===== src/rtl/pipe_bundle_reg_pkg.sv =====
// Shared definitions for the bundle pipeline register: occupancy state
// encoding and default geometry.
package pipe_bundle_reg_pkg;

  typedef enum logic [1:0] {
    ST_EMPTY = 2'd0,
    ST_ONE   = 2'd1,
    ST_TWO   = 2'd2
  } state_e;

  localparam int DEF_LANES = 2;
  localparam int DEF_PW    = 128;

  // Number of held bundles for a given state.
  function automatic logic [1:0] state_occupancy(input state_e s);
    logic [1:0] occ;
    case (s)
      ST_EMPTY: occ = 2'd0;
      ST_ONE:   occ = 2'd1;
      ST_TWO:   occ = 2'd2;
      default:  occ = 2'd0;
    endcase
    return occ;
  endfunction

endpackage


===== src/rtl/pipe_bundle_reg_slot.sv =====
// One bundle storage slot: per-lane valid plus payload, with whole-slot clear,
// load (invalid lanes stored as zero) and per-lane clear.
module bundle_slot
  import pipe_bundle_reg_pkg::*;
#(
  parameter int LANES = DEF_LANES,
  parameter int PW    = DEF_PW
) (
  input  logic                  clk,
  input  logic                  rst,
  input  logic                  i_clr,
  input  logic                  i_load,
  input  logic [LANES-1:0]      i_ld_valid,
  input  logic [LANES*PW-1:0]   i_ld_payload,
  input  logic [LANES-1:0]      i_lane_clr,
  output logic [LANES-1:0]      o_valid,
  output logic [LANES*PW-1:0]   o_payload
);

  logic [LANES-1:0]    r_valid;
  logic [LANES*PW-1:0] r_payload;
  logic [LANES*PW-1:0] w_ld_masked;
  logic [LANES*PW-1:0] w_lane_cleared;

  // Zero the payload of invalid incoming lanes and of lanes being killed.
  always_comb begin
    w_ld_masked    = i_ld_payload;
    w_lane_cleared = r_payload;
    for (int i = 0; i < LANES; i++) begin
      if (!i_ld_valid[i]) begin
        w_ld_masked[i*PW +: PW] = {PW{1'b0}};
      end else begin
        w_ld_masked[i*PW +: PW] = i_ld_payload[i*PW +: PW];
      end
      if (i_lane_clr[i]) begin
        w_lane_cleared[i*PW +: PW] = {PW{1'b0}};
      end else begin
        w_lane_cleared[i*PW +: PW] = r_payload[i*PW +: PW];
      end
    end
  end

  // Slot storage: reset/clear beat load, load beats lane-clear.
  always_ff @(posedge clk) begin
    if (rst || i_clr) begin
      r_valid   <= {LANES{1'b0}};
      r_payload <= {(LANES*PW){1'b0}};
    end else if (i_load) begin
      r_valid   <= i_ld_valid;
      r_payload <= w_ld_masked;
    end else begin
      r_valid   <= r_valid & ~i_lane_clr;
      r_payload <= w_lane_cleared;
    end
  end

  assign o_valid   = r_valid;
  assign o_payload = r_payload;

endmodule


===== src/rtl/pipe_bundle_reg.sv =====
// Two-deep bundle pipeline register (MAIN + SKID) with flush and per-lane
// kill; in_ready and occupancy come straight from registers.
module pipe_bundle_reg
  import pipe_bundle_reg_pkg::*;
#(
  parameter int LANES = DEF_LANES,
  parameter int PW    = DEF_PW
) (
  input  logic                  clk,
  input  logic                  rst,
  input  logic                  flush,
  input  logic [LANES-1:0]      kill,
  input  logic [LANES-1:0]      in_valid,
  input  logic [LANES*PW-1:0]   in_payload,
  output logic                  in_ready,
  output logic [LANES-1:0]      out_valid,
  output logic [LANES*PW-1:0]   out_payload,
  input  logic                  out_ready,
  output logic [1:0]            occupancy
);

  state_e              r_state;
  state_e              w_state_nxt;
  logic                r_in_ready;
  logic [1:0]          r_occupancy;

  logic [LANES-1:0]    w_main_valid;
  logic [LANES*PW-1:0] w_main_payload;
  logic [LANES-1:0]    w_skid_valid;
  logic [LANES*PW-1:0] w_skid_payload;

  logic                w_accept;
  logic                w_consume;
  logic                w_kill_empties;
  logic                w_pop;
  logic [LANES-1:0]    w_kill_clr;

  logic                w_main_load;
  logic                w_main_src_skid;
  logic                w_main_clr;
  logic [LANES-1:0]    w_main_lane_clr;
  logic                w_skid_load;
  logic                w_skid_clr;
  logic [LANES-1:0]    w_main_ld_valid;
  logic [LANES*PW-1:0] w_main_ld_payload;

  assign w_accept  = (|in_valid) && r_in_ready && !flush;
  assign w_consume = (|w_main_valid) && out_ready;
  // A kill that removes every remaining lane of MAIN retires the bundle.
  assign w_kill_clr     = w_consume ? {LANES{1'b0}} : kill;
  assign w_kill_empties = !w_consume && (|w_main_valid) &&
                          ((w_main_valid & ~kill) == {LANES{1'b0}});
  assign w_pop          = w_consume || w_kill_empties;

  // Next-state and slot control.
  always_comb begin
    w_state_nxt     = r_state;
    w_main_load     = 1'b0;
    w_main_src_skid = 1'b0;
    w_main_clr      = 1'b0;
    w_main_lane_clr = {LANES{1'b0}};
    w_skid_load     = 1'b0;
    w_skid_clr      = 1'b0;
    if (flush) begin
      w_main_clr  = 1'b1;
      w_skid_clr  = 1'b1;
      w_state_nxt = ST_EMPTY;
    end else begin
      case (r_state)
        ST_EMPTY: begin
          if (w_accept) begin
            w_main_load = 1'b1;
            w_state_nxt = ST_ONE;
          end else begin
            w_state_nxt = ST_EMPTY;
          end
        end
        ST_ONE: begin
          if (w_accept && w_pop) begin
            w_main_load = 1'b1;
          end else if (w_accept) begin
            w_skid_load     = 1'b1;
            w_main_lane_clr = w_kill_clr;
            w_state_nxt     = ST_TWO;
          end else if (w_pop) begin
            w_main_clr  = 1'b1;
            w_state_nxt = ST_EMPTY;
          end else begin
            w_main_lane_clr = w_kill_clr;
          end
        end
        ST_TWO: begin
          if (w_pop) begin
            w_main_load     = 1'b1;
            w_main_src_skid = 1'b1;
            w_skid_clr      = 1'b1;
            w_state_nxt     = ST_ONE;
          end else begin
            w_main_lane_clr = w_kill_clr;
          end
        end
        default: begin
          w_main_clr  = 1'b1;
          w_skid_clr  = 1'b1;
          w_state_nxt = ST_EMPTY;
        end
      endcase
    end
  end

  assign w_main_ld_valid   = w_main_src_skid ? w_skid_valid   : in_valid;
  assign w_main_ld_payload = w_main_src_skid ? w_skid_payload : in_payload;

  // State plus the registered ready/occupancy views of it.
  always_ff @(posedge clk) begin
    if (rst) begin
      r_state     <= ST_EMPTY;
      r_in_ready  <= 1'b1;
      r_occupancy <= 2'd0;
    end else begin
      r_state     <= w_state_nxt;
      r_in_ready  <= (w_state_nxt != ST_TWO);
      r_occupancy <= state_occupancy(w_state_nxt);
    end
  end

  bundle_slot #(.LANES(LANES), .PW(PW)) u_main (
    .clk          (clk),
    .rst          (rst),
    .i_clr        (w_main_clr),
    .i_load       (w_main_load),
    .i_ld_valid   (w_main_ld_valid),
    .i_ld_payload (w_main_ld_payload),
    .i_lane_clr   (w_main_lane_clr),
    .o_valid      (w_main_valid),
    .o_payload    (w_main_payload)
  );

  bundle_slot #(.LANES(LANES), .PW(PW)) u_skid (
    .clk          (clk),
    .rst          (rst),
    .i_clr        (w_skid_clr),
    .i_load       (w_skid_load),
    .i_ld_valid   (in_valid),
    .i_ld_payload (in_payload),
    .i_lane_clr   ({LANES{1'b0}}),
    .o_valid      (w_skid_valid),
    .o_payload    (w_skid_payload)
  );

  assign in_ready    = r_in_ready;
  assign out_valid   = w_main_valid;
  assign out_payload = w_main_payload;
  assign occupancy   = r_occupancy;

endmodule


===== config.mk =====
export PLATFORM = sky130hd
export DESIGN_NAME = pipe_bundle_reg
export DESIGN_NICKNAME = d
export VERILOG_FILES = /design/src/rtl/pipe_bundle_reg_pkg.sv /design/src/rtl/pipe_bundle_reg_slot.sv /design/src/rtl/pipe_bundle_reg.sv
export SDC_FILE = /design/constraint.sdc
export NUM_CORES = 1
export LEC_CHECK = 0
export CAP_MARGIN = 20
export CORE_ASPECT_RATIO = 1.25
export CORE_UTILIZATION = 35
export DETAILED_ROUTE_END_ITERATION = 12
export PLACE_DENSITY = 0.64
export RECOVER_POWER = 50
export SLEW_MARGIN = 20
export SYNTH_ARGS = -nofsm -noshare
export SYNTH_HDL_FRONTEND = slang
export SYNTH_SLANG_ARGS = --single-unit

===== constraint.sdc =====
create_clock -name clk -period 2 [get_ports clk]
set_input_delay 0.5 -clock clk [delete_from_list [all_inputs] [get_ports clk]]
set_output_delay 0.5 -clock clk [all_outputs]
set_load 0.1 [all_outputs]

==> results.py <==
metrics = {
    "cts": {
        "postCtsHoldBufs": 0,
        "cts_root_buffer": "clkbuf_16",
        "cts_buffers": 56,
        "clock_path_buffers": 3,
        "clk_latency_ps": 620,
        "cts_tree": "yes",
        "clk_pin_slew_worst_paths_ps": 70,
        "cts-htree-levels": 2,
        "cts.sink_count": 521,
    },
    "yosys": {
        "netlist_area_sq_mm": 0.0269,
        "avgSynthCellArea_sq_um": 8.70,
        "synthFlopType": "dfxtp_1",
        "synth_edf_count": 0,
        "async_flop_share_pct": 0,
        "yosysUniqueCellTypes": 44,
        "synthCells": 3095,
        "synth_nets": 3363,
        "ys_seq_area_share_pct": 38.7,
        "yosys_warnings": 0,
        "synth_seq_cells": 521,
    },
    "sta": {
        "hold_ws_ps": 393,
        "finalCritPeriodShare_pct": 104,
        "rsz0062_at_grt": "yes",
        "worst_slack_ps": -73.2,
        "setup_viol": 101,
        "period_needed_ps": 2070,
        "maxSlewViolCount": 0,
        "slew_headroom_pct": 60.6,
        "max_freq_mhz": 482,
        "finClkSkew_ps": 25.7,
        "tightest_slew_ps": 590,
        "hold_viol": 0,
    },
    "finish": {
        "final_nets": 3830,
        "drive_gt1_share_pct": 28.0,
        "final_util_pct": 49.6,
        "area_growth_pct": 40.0,
    },
    "power": {
        "powerDensity_mw_per_mm2": 642,
        "leakagePower_nw": 11.6,
        "power.total_mw": 24.2,
        "peakVddDrop_mv": 0.563,
    },
    "global_route": {
        "antenna_found_initial": 15,
        "grt_usage_pct": 24.7,
        "grt_pass1_vias": 26300,
        "grt_start_max_net_pins": 128,
        "grt_overflow": 0,
        "grt_pass1_wl_microns": 157000,
    },
    "routing": {
        "vias": 28100,
        "highest_layer": "met5",
        "vias_per_cell": 6.14,
        "wl_met1_microns": 43000,
        "ant_nets": 0,
        "routed_wl_microns": 107000,
        "firstDrtPassIters": 6,
        "wl_per_cell_microns": 23.4,
        "drcViolationCount": 0,
        "wl_met3_microns": 8560,
        "wl_met2_microns": 51300,
        "drt_iter0_drc": 2683,
    },
    "critical_path": {
        "crit_type": "flop to flop",
        "path_max_fanout": 21,
        "required_ps": 2520,
        "cp.arrival_ps": 2600,
        "start_kind": "flop",
        "endpoint_kind": "flop",
    },
    "floorplan": {
        "fp-row-count": 113,
        "dieWidth_microns": 250,
        "coreArea_sq_mm": 0.0761,
        "start_util_pct": 35.4,
        "io_pins": 525,
        "fp.dieArea_sq_mm": 0.0781,
        "die_h_microns": 312,
    },
    "hold_path": {
        "hold_path_class": "input port to flop",
    },
    "placement": {
        "hpwlAfterDp_microns": 65900,
        "place_congestion": 0.812,
        "io_buffer_count": 524,
    },
    "outcome": {
        "violations": "negative setup slack",
        "status": "complete, but fails checks",
    },
    "flow_run": {
        "maxCapViolCount": 0,
    },
}
[power breakdown]
group / internal (mW) / total (mW) / switching (mW) / leakage [nW]
Sequential: 10.4 / 10.5 / 0.0570 / 4.20
Clock: 6.01 / 10.5 / 4.45 / 0.892
Combinational: 1.30 / 3.27 / 1.97 / 6.55
[layout make-up]
cell class,count,area (sq um)
sequential,521,10500
antenna,5,12.5
timing repair buffer,867,9740
clock inverter,13,124
clock buffer,82,1680
tap,977,1220
inverter,4,17.5
fill,7093,38400
multi-input combinational,2112,14500
[sequential cells by signal, summed over array words and instances (netlist names)]
name and cells:
r_state 2, u_skid.o_payload 256, u_main.o_valid 2, in_ready 1, u_skid.o_valid 2, u_main.o_payload 256, occupancy 2
[repair_timing]
item | in CTS | in global routing
endpoints found under the setup margin | 260 | 414
gates resized for setup | 23 | 91
buffers inserted | 13 | 7
gates cloned | 3 | 35
pin swaps | 13 | 87
[path summary, 6_finish.rpt]
kind | startpoint | to | slack, ps | cells past startpoint
setup / recovery | r_state[0]$_SDFF_PP0_ | u_main.o_payload[251]$_SDFFE_PP0P_ | -70 | 10
hold / removal | in_valid[0] | u_skid.o_payload[113]$_SDFFE_PP0P_ | 390 | 4
setup reg to reg | r_state[0]$_SDFF_PP0_ | u_main.o_payload[251]$_SDFFE_PP0P_ | -70 | 10
hold reg to reg | u_skid.o_payload[96]$_SDFFE_PP0P_ | u_skid.o_payload[96]$_SDFFE_PP0P_ | 450 | 2
[synthesized netlist by cell type, types with 2 or more instances]
cell	instances	area, sq um
nor4bb_1	2	20.0
buf_6	35	394
a21oi_2	2	17.5
o21ai_0	4	20.0
buf_8	20	300
buf_12	2	40.0
ha_1	4	50.1
dfxtp_1	521	10400
clkbuf_1	291	1090
inv_1	4	15.0
a211o_1	258	2260
buf_1	46	173
nand3_1	260	1300
nand4_1	256	1600
a211oi_1	2	15.0
o211ai_1	277	2080
nand2_1	264	991
buf_2	60	300
o211ai_2	240	3000
a21oi_1	515	2580
buf_4	4	30.0
nor2_1	6	22.5
[layer usage]
layer | up-vias | global-route usage [%]
met2 | 1402 | 41.3
li1 | 12800 | -
met5 | - | 0
met3 | 250 | 4.54
met1 | 13700 | 31.5
met4 | 18 | 8.64
[cell usage in the layout (no fill, tap or decap), types with 5 or more instances in the layout]
cell and n:
buf_6 17, dfxtp_4 6, buf_16 16, nand3_1 260
diode_2 5, buf_12 139, a211o_1 258, dfxtp_1 514
clkdlybuf4s50_1 259, clkbuf_4 247, buf_4 147, a21oi_1 473
clkbuf_16 82, buf_2 9, nand4_1 256, clkinv_2 8
o211ai_1 277, nand2_1 263, a21oi_2 44, clkbuf_1 9
clkbuf_8 18, o211ai_2 240
[critical path, stage by stage (launching register included)]
cell	delay [ps]
dfxtp_4	390
inv_4	50
ha_4	150
buf_4	150
nand3b_1	130
buf_4	150
buf_12	190
buf_16	200
o211ai_1	110
a211o_1	330
a21oi_1	130
[cells by family (layout without fill, tap and decap cells)]
logic type	Yosys count	after routing	synth area share, %
AO/OA/AOI/OAI	1309	1309	37.4
AND/OR/NAND/NOR	799	799	15.0
flip-flops	521	521	38.7
buffers and inverters	462	966	8.70
adder cells (fa/ha/maj)	4	4	0.186
other	0	5	0
[through the flow]
| step | instance area (sq um) | setup TNS [ps] | instances | worst slack (ps) |
|---|---|---|---|---|
| floorplan | 27000 | -9850 | 3095 | -44.5 |
| global placement | 37500 | -304990 | 4424 | -743 |
| detailed placement | 37500 | -311100 | 4424 | -725 |
| CTS | 39500 | -280 | 4535 | -53.7 |
| global route | 37700 | -19430 | 4581 | -152 |
| finish | 37700 | -2400 | 4581 | -73.2 |
Power figures use the tool's default switching activity.
